`src/rtl/mem_port_arbiter_if.sv`:
```
// mem_port_arbiter_if
// Bundles the fetch (IF) and load/store (D) request handshakes together with
// the single shared memory port. The arbiter binds to the slave modport; the
// requesters and the memory model bind to the master modport.
interface mem_port_arbiter_if #(
  parameter int ADDR_W = 64,
  parameter int DATA_W = 64
);
  // Instruction fetch requester
  logic              if_req;
  logic [ADDR_W-1:0] if_addr;
  logic              if_gnt;
  logic              if_rvalid;
  logic [DATA_W-1:0] if_rdata;

  // Load/store requester
  logic              d_req;
  logic              d_we;
  logic [ADDR_W-1:0] d_addr;
  logic [DATA_W-1:0] d_wdata;
  logic              d_gnt;
  logic              d_rvalid;
  logic [DATA_W-1:0] d_rdata;

  // Shared memory port
  logic [ADDR_W-1:0] mem_addr;
  logic [DATA_W-1:0] mem_wdata;
  logic              mem_wr;
  logic [DATA_W-1:0] mem_rdata;

  modport slave (
    input  if_req, if_addr, d_req, d_we, d_addr, d_wdata, mem_rdata,
    output if_gnt, if_rvalid, if_rdata, d_gnt, d_rvalid, d_rdata,
           mem_addr, mem_wdata, mem_wr
  );

  modport master (
    output if_req, if_addr, d_req, d_we, d_addr, d_wdata, mem_rdata,
    input  if_gnt, if_rvalid, if_rdata, d_gnt, d_rvalid, d_rdata,
           mem_addr, mem_wdata, mem_wr
  );
endinterface

```
`src/rtl/mem_port_arbiter.sv`:
```
// mem_port_arbiter
// Shares one synchronous-read memory port between instruction fetch (IF) and
// the load/store unit (D). One transaction is outstanding at a time; on a
// conflict the requester that was not granted last wins (round robin).
// Every handshake output is a register: gnt is high during ISSUE, rvalid is
// high during the IDLE cycle that follows RESP.
// Optional statistics outputs (conflict_cnt, d_wait_max) are built only when
// the macro ARB_STATS_EN is defined.
module mem_port_arbiter #(
  parameter int ADDR_W  = 64,
  parameter int DATA_W  = 64,
  parameter int MEM_LAT = 1
) (
  input  logic                     clk,
  input  logic                     reset,
  mem_port_arbiter_if.slave        bus
`ifdef ARB_STATS_EN
  ,
  output logic [15:0]              conflict_cnt,
  output logic [7:0]               d_wait_max
`endif
);

  typedef enum logic [1:0] {
    IDLE  = 2'd0,
    ISSUE = 2'd1,
    WAIT  = 2'd2,
    RESP  = 2'd3
  } state_t;

  // Number of WAIT cycles a read spends before RESP is MEM_LAT-1.
  localparam logic [2:0] LAT_M1 = 3'(MEM_LAT - 1);

  state_t            stateR, nextStateS;
  logic              pickDS;        // requester chosen in IDLE: 1 = D, 0 = IF
  logic              selDR;         // requester owning the current transaction
  logic              rrLastR;       // last granted requester: 1 = D, 0 = IF
  logic [2:0]        cntR;
  logic [ADDR_W-1:0] latAddrR;
  logic [DATA_W-1:0] latWdataR;
  logic              latWeR;
  logic              ifGntR, dGntR, ifRvalidR, dRvalidR, memWrR;
  logic [DATA_W-1:0] ifRdataR, dRdataR;

  // Next-state selection and round-robin choice of requester
  always_comb begin
    nextStateS = stateR;
    pickDS     = 1'b0;
    case (stateR)
      IDLE: begin
        if (bus.if_req && bus.d_req) begin
          pickDS     = ~rrLastR;
          nextStateS = ISSUE;
        end else if (bus.d_req) begin
          pickDS     = 1'b1;
          nextStateS = ISSUE;
        end else if (bus.if_req) begin
          pickDS     = 1'b0;
          nextStateS = ISSUE;
        end else begin
          nextStateS = IDLE;
        end
      end
      ISSUE: begin
        if (latWeR) begin
          nextStateS = IDLE;
        end else if (MEM_LAT == 1) begin
          nextStateS = RESP;
        end else begin
          nextStateS = WAIT;
        end
      end
      WAIT: begin
        if (cntR == 3'd1) begin
          nextStateS = RESP;
        end else begin
          nextStateS = WAIT;
        end
      end
      RESP:    nextStateS = IDLE;
      default: nextStateS = IDLE;
    endcase
  end

  // State register, request latch, handshake pulses and read-data capture
  always_ff @(posedge clk) begin
    if (reset) begin
      stateR    <= IDLE;
      selDR     <= 1'b0;
      rrLastR   <= 1'b0;
      cntR      <= 3'd0;
      latAddrR  <= '0;
      latWdataR <= '0;
      latWeR    <= 1'b0;
      ifGntR    <= 1'b0;
      dGntR     <= 1'b0;
      ifRvalidR <= 1'b0;
      dRvalidR  <= 1'b0;
      memWrR    <= 1'b0;
      ifRdataR  <= '0;
      dRdataR   <= '0;
    end else begin
      stateR    <= nextStateS;
      ifGntR    <= 1'b0;
      dGntR     <= 1'b0;
      ifRvalidR <= 1'b0;
      dRvalidR  <= 1'b0;
      memWrR    <= 1'b0;
      case (stateR)
        IDLE: begin
          if (nextStateS == ISSUE) begin
            selDR     <= pickDS;
            latAddrR  <= pickDS ? bus.d_addr : bus.if_addr;
            latWdataR <= pickDS ? bus.d_wdata : '0;
            latWeR    <= pickDS & bus.d_we;   // fetch is never a write
            ifGntR    <= ~pickDS;
            dGntR     <= pickDS;
            memWrR    <= pickDS & bus.d_we;
          end
        end
        ISSUE: begin
          rrLastR <= selDR;
          cntR    <= LAT_M1;
        end
        WAIT: cntR <= cntR - 3'd1;
        RESP: begin
          if (selDR) begin
            dRdataR  <= bus.mem_rdata;
            dRvalidR <= 1'b1;
          end else begin
            ifRdataR  <= bus.mem_rdata;
            ifRvalidR <= 1'b1;
          end
        end
        default: ;
      endcase
    end
  end

  assign bus.if_gnt    = ifGntR;
  assign bus.if_rvalid = ifRvalidR;
  assign bus.if_rdata  = ifRdataR;
  assign bus.d_gnt     = dGntR;
  assign bus.d_rvalid  = dRvalidR;
  assign bus.d_rdata   = dRdataR;
  assign bus.mem_addr  = latAddrR;
  assign bus.mem_wdata = latWdataR;
  assign bus.mem_wr    = memWrR;

`ifdef ARB_STATS_EN
  logic [15:0] conflictCntR;
  logic [7:0]  dWaitCntR;
  logic [7:0]  dWaitMaxR;

  // Saturating conflict count and longest D wait before its grant
  always_ff @(posedge clk) begin
    if (reset) begin
      conflictCntR <= 16'd0;
      dWaitCntR    <= 8'd0;
      dWaitMaxR    <= 8'd0;
    end else begin
      if ((stateR == IDLE) && bus.if_req && bus.d_req && (conflictCntR != 16'hFFFF)) begin
        conflictCntR <= conflictCntR + 16'd1;
      end
      if (dGntR) begin
        dWaitCntR <= 8'd0;
        if (dWaitCntR > dWaitMaxR) begin
          dWaitMaxR <= dWaitCntR;
        end
      end else if (bus.d_req && (dWaitCntR != 8'hFF)) begin
        dWaitCntR <= dWaitCntR + 8'd1;
      end
    end
  end

  assign conflict_cnt = conflictCntR;
  assign d_wait_max   = dWaitMaxR;
`endif

endmodule

```
`src/flat_wrapper.sv`:
```
// flat-port wrapper written by rule: the top's interface ports become plain ports
module mem_port_arbiter_flat 
#(
  parameter int ADDR_W  = 64,
  parameter int DATA_W  = 64,
  parameter int MEM_LAT = 1
)
  (clk, reset, bus_if_req, bus_if_addr, bus_d_req, bus_d_we, bus_d_addr, bus_d_wdata, bus_mem_rdata, bus_if_gnt, bus_if_rvalid, bus_if_rdata, bus_d_gnt, bus_d_rvalid, bus_d_rdata, bus_mem_addr, bus_mem_wdata, bus_mem_wr);
  mem_port_arbiter_if #(.ADDR_W(ADDR_W), .DATA_W(DATA_W)) bus_i ();
  input  logic clk;
  input  logic reset;
  input wire logic [$bits(bus_i.if_req)-1:0] bus_if_req;
  input wire logic [$bits(bus_i.if_addr)-1:0] bus_if_addr;
  input wire logic [$bits(bus_i.d_req)-1:0] bus_d_req;
  input wire logic [$bits(bus_i.d_we)-1:0] bus_d_we;
  input wire logic [$bits(bus_i.d_addr)-1:0] bus_d_addr;
  input wire logic [$bits(bus_i.d_wdata)-1:0] bus_d_wdata;
  input wire logic [$bits(bus_i.mem_rdata)-1:0] bus_mem_rdata;
  output wire logic [$bits(bus_i.if_gnt)-1:0] bus_if_gnt;
  output wire logic [$bits(bus_i.if_rvalid)-1:0] bus_if_rvalid;
  output wire logic [$bits(bus_i.if_rdata)-1:0] bus_if_rdata;
  output wire logic [$bits(bus_i.d_gnt)-1:0] bus_d_gnt;
  output wire logic [$bits(bus_i.d_rvalid)-1:0] bus_d_rvalid;
  output wire logic [$bits(bus_i.d_rdata)-1:0] bus_d_rdata;
  output wire logic [$bits(bus_i.mem_addr)-1:0] bus_mem_addr;
  output wire logic [$bits(bus_i.mem_wdata)-1:0] bus_mem_wdata;
  output wire logic [$bits(bus_i.mem_wr)-1:0] bus_mem_wr;
  assign bus_i.if_req = bus_if_req;
  assign bus_i.if_addr = bus_if_addr;
  assign bus_i.d_req = bus_d_req;
  assign bus_i.d_we = bus_d_we;
  assign bus_i.d_addr = bus_d_addr;
  assign bus_i.d_wdata = bus_d_wdata;
  assign bus_i.mem_rdata = bus_mem_rdata;
  assign bus_if_gnt = bus_i.if_gnt;
  assign bus_if_rvalid = bus_i.if_rvalid;
  assign bus_if_rdata = bus_i.if_rdata;
  assign bus_d_gnt = bus_i.d_gnt;
  assign bus_d_rvalid = bus_i.d_rvalid;
  assign bus_d_rdata = bus_i.d_rdata;
  assign bus_mem_addr = bus_i.mem_addr;
  assign bus_mem_wdata = bus_i.mem_wdata;
  assign bus_mem_wr = bus_i.mem_wr;
  mem_port_arbiter #(.ADDR_W(ADDR_W), .DATA_W(DATA_W), .MEM_LAT(MEM_LAT)) u_core (.clk(clk), .reset(reset), .bus(bus_i));
endmodule
```
`config.mk`:
```
export PLATFORM = sky130hd
export DESIGN_NAME = mem_port_arbiter_flat
export DESIGN_NICKNAME = d
export VERILOG_FILES = /design/src/rtl/mem_port_arbiter_if.sv /design/src/rtl/mem_port_arbiter.sv /design/src/flat_wrapper.sv
export SDC_FILE = /design/constraint.sdc
export NUM_CORES = 1
export LEC_CHECK = 0
export ABC_AREA = 1
export CAP_MARGIN = 20
export CORE_AREA = 2 2 203 205
export DETAILED_ROUTE_END_ITERATION = 10
export DIE_AREA = 0 0 205 207
export DONT_BUFFER_PORTS = 1
export SLEW_MARGIN = 15
export SYNTH_ARGS = -nofsm -noshare
export SYNTH_HDL_FRONTEND = slang
export SYNTH_SLANG_ARGS = --single-unit
```
`constraint.sdc`:
```
create_clock -name clk -period 4.31 [get_ports clk]
set_input_delay 0.6465 -clock clk [delete_from_list [all_inputs] [get_ports clk]]
set_output_delay 0.6465 -clock clk [all_outputs]
set_load 0.02 [all_outputs]
```
==> flow_metrics.tcl, run 1 <==
set metrics [dict create \
    required_ps 4810 \
    dp_slack_ps 1400 \
    place_congestion 0.810 \
    io_pins 522 \
    fmax_mhz 395 \
    rows 74 \
    track_usage_pct 14.2 \
    grt_max_degree 142 \
    final_nets 1727 \
    seqPwrFrac_pct 46.5 \
    wl_mm 32.3 \
    fin_area_um2 12100 \
    drv_slew 0 \
    skew_ps 8.82 \
    cts_hold_buf 0 \
    fp.coreArea_um2 40400 \
    syn_nets 1793 \
    relSlewSlack_pct 41.7 \
    final_util_pct 29.9 \
    ys.warnings.count 0 \
    switching_share_pct 29.0 \
    path_max_fanout 56 \
    synth_seq_area_share_pct 50.1 \
    insertion_delay_ps 550 \
    synthTopCellsByArea "dfxtp_1 (50%), nor2_1 (14%), nand2_1 (12%)" \
    dpl.hpwl_mm 22.4 \
    p_int_w 0.00454 \
    crit_chain "inv_1 > ha_1 > nand2_1 > nand2_1 > nand3_4 > inv_2 > buf_12 > nand3_1 > nand2_1" \
    period_minus_slack_ps 2530 \
    start_kind "register" \
    via_per_inst 4.61 \
    dieArea_um2 42400 \
    h-tree-depth 1 \
    cts.sinks 269 \
    placed_area_um2 11000 \
    synth_top_area_share_pct 50.1 \
    cts_made_buffers 29 \
    cts_tree "done" \
    clk_pin_slew_worst_paths_ps 60 \
    crit_top_cell "nand2_1" \
    clockBufferDepth 3 \
    critPathArrivalTime_ps 3030 \
    cp_num_buf_inv 3 \
    rsz0062_at_grt "no" \
    die_y_um 207 \
    synth-edff-count 0 \
    ant_nets 0 \
    worstMarginPinSlew_ps 874 \
    synth_common_cells "nor2_1 (392), nand2_1 (334), dfxtp_1 (269)" \
    yosysMostFrequentCell "nor2_1" \
    p_sw_w 0.00186 \
    antenna_found_initial 1 \
    cp_top_family "simple AND/OR/NAND/NOR gates" \
    synthFlopType "dfxtp_1" \
    synthArstFlopShare_pct 0 \
    cp-end-kind "register" \
    tns_ps 0 \
    slowest_delay_ps 520 \
    grt_pass1_vias 8707 \
    wl_per_cell_um 16.0 \
    start_util_pct 26.6 \
    grt-ovfl-total 0 \
    cts_resized 0 \
    setup_viol 0 \
    maxCapViolCount 0 \
    min_period_over_period_pct 58.7 \
    port_buffers 0 \
    ir_drop_mv 0.391 \
    drc 0 \
    cp_slowest_cell "nand3_4" \
    p_leak_nw 5.28 \
    vias 9303 \
    power_frac_comb_pct 11.6 \
    synth_top_area_cell "dfxtp_1" \
    cts_post_setup_buffers_inserted 0 \
    firstDrtPassIters 5 \
    postSynthAreaPerCell_um2 7.05 \
    postSynthCellCount 1526 \
    status "finished, final reports clean" \
    worstHoldPathType "input pin to register" \
    synth.ff_latch_count 269 \
    synth_area_um2 10800 \
    critical_path_class "register to register" \
    syn_to_final_growth_pct 12.2 \
    power.share.clock_pct 41.9 \
    yosysUniqueCellTypes 20 \
    fin_ws_ps 1780 \
    hold_viol_final 0 \
    root_buffer "clkbuf_16" \
    grt_pass1_wl_mm 48.2 \
    p_per_area_nw_per_um2 531 \
    die_width_um 205 \
    drive_gt1_share_pct 4.99 \
    detail_route.iter0.violations 555 \
]
-- kinds of logic (layout without fill, tap and decap cells) --
family	count (synthesis)	count (layout)	synth area share, %
other	0	1	0
buffers and inverters	189	146	8.14
AO/OA/AOI/OAI	135	135	6.31
XOR/XNOR	1	1	0.0814
flip-flops	269	269	50.1
AND/OR/NAND/NOR	926	926	34.7
adder cells (fa/ha/maj)	6	6	0.698
-- worst register-to-register path, stage by stage, from the launching register on --
cell     delay, ps
dfxtp_1        340
inv_1          110
ha_1           210
nand2_1        100
nand2_1        130
nand3_4        520
inv_2          540
buf_12         290
nand3_1        170
nand2_1         90
-- layout by cell type (no fill, tap or decap), drive strengths merged --
cell type,synthesis,layout
dfxtp,269,269
diode,0,1
ha,6,6
buf,67,13
o21ai,130,130
nand3,198,198
clkinv,0,4
nor3,1,1
a211oi,1,1
clkinvlp,0,3
nand2,334,334
inv,79,80
clkbuf,43,41
a21oi,4,4
xnor2,1,1
nor2,393,393
bufinv,0,5
-- routing by layer --
layer / vias to the layer above / routed length (um) / track usage, %
li1: 4642 / - / -
met1: 4100 / 11700 / 15.0
met2: 480 / 16000 / 25.8
met3: 81 / 3400 / 4.30
met4: 0 / 1230 / 6.08
met5: - / 0 / 0
-- sequential cells by signal, summed over array words and instances (netlist names) --
name	cells
u_core.bus.mem_wr	1
u_core.rrLastR	1
u_core.bus.mem_wdata	64
u_core.bus.d_rdata	64
u_core.bus.if_gnt	1
u_core.stateR	2
u_core.bus.d_gnt	1
u_core.bus.d_rvalid	1
u_core.cntR	3
u_core.bus.if_rdata	64
u_core.bus.mem_addr	64
u_core.latWeR	1
u_core.selDR	1
u_core.bus.if_rvalid	1
-- power groups by stage --
stage               registers, W  logic, W  clock network, W
detailed placement       0.00304  0.000734                 0
global route             0.00299  0.000864           0.00285
global placement         0.00303  0.000709                 0
finish                   0.00298  0.000741           0.00268
CTS                      0.00298  0.000737           0.00275
floorplan                0.00298  0.000644                 0
-- worst paths after layout --
path	from	endpoint	slack, ps	cells past startpoint
hold reg to reg	u_core.latWeR$_SDFFE_PP0P_	u_core.latWeR$_SDFFE_PP0P_	480	2
setup reg to reg	u_core.stateR[0]$_SDFF_PP0_	u_core.bus.mem_wdata[58]$_SDFFE_PP0P_	1780	9
setup / recovery	u_core.stateR[0]$_SDFF_PP0_	u_core.bus.mem_wdata[58]$_SDFFE_PP0P_	1780	9
hold / removal	reset	u_core.bus.if_rvalid$_SDFF_PP0_	160	1
-- layout make-up --
cell class	count	area (um^2)
Antenna cell	1	2.50
Tap cell	532	666
Sequential cell	269	5390
Inverter	79	302
Timing Repair Buffer	13	148
Clock buffer	41	841
Fill cell	4307	28300
Clock inverter	13	205
Multi-Input combinational cell	1068	4520
-- metrics by stage --
stage / total power (W) / hold slack, ps / instances
after global routing: 0.00671 / 146 / 2015
after detailed placement: 0.00377 / 466 / 1959
after global placement: 0.00374 / 470 / 1959
final: 0.00640 / 158 / 2016
after floorplan: 0.00363 / 448 / 1526
after CTS: 0.00647 / 130 / 2013
Power figures use the tool's default switching activity.
==> run 2, diff against run 1 <==
==> constraint.sdc (replaced) <==
create_clock -name clk -period 2.05 [get_ports clk]
set_input_delay 0.3075 -clock clk [delete_from_list [all_inputs] [get_ports clk]]
set_output_delay 0.3075 -clock clk [all_outputs]
set_load 0.02 [all_outputs]
==> run 2 against run 1 <==
  * Highest routed layer unchanged
  * The run now ends with hold timing left
  * Non-clock buffer count grew 211
  * Combinational power grew to 2.8 times the previous value
  * Final cell count grew 10%
  * Setup slack lost 1600 ps
  * Core utilization grew 5.5 points
  * Routed wire length grew 11%
  * Maximum frequency grew 37%
  * Largest power group unchanged
  * Via count grew 12%
  * Critical endpoint is now u_core.bus.mem_addr[53]$_SDFFE_PP0P_
==> flow_metrics.tcl, run 2 (synthesized netlist as in run 1, its figures left out) <==
set metrics [dict create \
    port_buffers 0 \
    ant_nets 0 \
    vias 10400 \
    final_nets 1939 \
    die_y_um 207 \
    clockBufferDepth 3 \
    grt_pass1_wl_mm 53.6 \
    drive_gt1_share_pct 5.49 \
    via_per_inst 4.68 \
    setup_viol 0 \
    min_to "u_core.bus.if_rdata[59]$_SDFFE_PP0P_" \
    fmax_mhz 541 \
    r2r_cells 10 \
    start_kind "register" \
    fp.coreArea_um2 40400 \
    final_cell_mix "nor2_1 (392), nand2_1 (330), dfxtp_1 (269), nand3_1 (197), dlygate4sd3_1 (194)" \
    r2r_slack_ps 200 \
    critPathArrivalTime_ps 2350 \
    violations "hold timing" \
    h-tree-depth 1 \
    switching_share_pct 29.1 \
    whs_ps -1.02 \
    p_leak_nw 6.24 \
    start_util_pct 26.6 \
    drc 0 \
    io_pins 522 \
    die_width_um 205 \
    p_int_w 0.0100 \
    power_frac_comb_pct 14.7 \
    layout_commonest_cell "nor2_1" \
    insertion_delay_ps 560 \
    tns_ps 0 \
    wl_per_cell_um 16.1 \
    p_per_area_nw_per_um2 986 \
    final_cells 2227 \
    drv_slew 0 \
    dpl.hpwl_mm 23.5 \
    track_usage_pct 15.6 \
    grt_max_degree 106 \
    cts_made_buffers 30 \
    numPlacedInstances 1977 \
    power.share.clock_pct 40.9 \
    period_minus_slack_ps 1850 \
    wl_mm 35.8 \
    p_sw_w 0.00411 \
    dieArea_um2 42400 \
    worstHoldPathType "input pin to register" \
    r2r_start "u_core.stateR[0]$_SDFF_PP0_" \
    status "finished with violations" \
    syn_to_final_growth_pct 33.0 \
    cp-end-kind "register" \
    grt_pass1_vias 10000 \
    r2r-end "u_core.bus.mem_addr[53]$_SDFFE_PP0P_" \
    ir_drop_mv 0.643 \
    detail_route.iter0.violations 785 \
    cts_tree "done" \
    clk_pin_slew_worst_paths_ps 60 \
    min_period_over_period_pct 90.1 \
    rows 74 \
    hold_viol_final 1 \
    fin_ws_ps 203 \
    worstHoldPathCells 2 \
    firstDrtPassIters 7 \
    seqPwrFrac_pct 44.4 \
    required_ps 2550 \
    root_buffer "clkbuf_16" \
    grt-ovfl-total 0 \
    cts_post_setup_buffers_inserted 0 \
    critical_path_class "register to register" \
    maxCapViolCount 0 \
    antenna_cells 0 \
    skew_ps 13.9 \
    report.power.total_w 0.0141 \
    place_congestion 0.825 \
    rsz0062_at_grt "no" \
    dp_slack_ps 221 \
    antenna_found_initial 0 \
    holdCritStartpoint "bus_mem_rdata[59]" \
    relSlewSlack_pct 66.1 \
    path_max_fanout 65 \
    worstMarginPinSlew_ps 504 \
    cts.sinks 269 \
]
[run 2: power by group through the flow]
stage               Clock, W  Sequential (W)  Combinational, W
floorplan                  0         0.00627           0.00135
global placement           0         0.00638           0.00162
detailed placement         0         0.00638           0.00169
CTS                  0.00591         0.00627           0.00201
global route         0.00611         0.00630           0.00236
finish               0.00577         0.00627           0.00208
[run 2: how the worst max path moves through the flow]
stage | start | end | cells after the start
global placement | u_core.stateR[0]$_SDFF_PP0_ | u_core.bus.mem_addr[52]$_SDFFE_PP0P_ | 10
finish | u_core.stateR[0]$_SDFF_PP0_ | u_core.bus.mem_addr[53]$_SDFFE_PP0P_ | 10
detailed placement | u_core.stateR[0]$_SDFF_PP0_ | u_core.bus.mem_addr[50]$_SDFFE_PP0P_ | 10
floorplan | u_core.stateR[0]$_SDFF_PP0_ | u_core.bus.mem_wdata[0]$_SDFFE_PP0P_ | 9
global route | u_core.stateR[0]$_SDFF_PP0_ | u_core.bus.mem_addr[45]$_SDFFE_PP0P_ | 10
CTS | u_core.stateR[0]$_SDFF_PP0_ | u_core.bus.mem_addr[50]$_SDFFE_PP0P_ | 10
[run 2: layout make-up]
class                           count  area, um^2
Fill cell                        4113       26100
Sequential cell                   269        5390
Multi-Input combinational cell   1068        4520
Timing Repair Buffer              224        2350
Clock buffer                       44         915
Tap cell                          532         666
Inverter                           79         302
Clock inverter                     11         166
[run 2: what timing repair did]
item / in CTS / in global routing
hold buffers: 194 / 0
gates resized for setup: 0 / 1
endpoints found under the hold margin: 246 / 0
endpoints found under the setup margin: 0 / 2
[run 2: metrics by stage]
stage          util [%]  hold slack, ps  instance area, um^2
6_report           35.4           -1.02                14300
5_1_grt            35.4            1.88                14300
4_1_cts            35.4          0.0793                14300
3_5_place_dp       27.9             387                11200
3_3_place_gp       27.9             384                11200
2_1_floorplan         -             377                10800
[run 2: worst max-delay path: stages (launching register included)]
cell and delay, ps:
dfxtp_1 380, inv_1 100, ha_1 230, nand2_1 100, inv_2 60, nand2_2 110, buf_12 240, nand2_1 230
nand2_1 130, nor2_1 50, nor2_1 80
[run 2: layer usage]
metal	track usage (%)	share of wire, %
met5	0	0
met2	27.5	48
met3	4.67	10
met1	16.5	36
met4	8.71	5.2
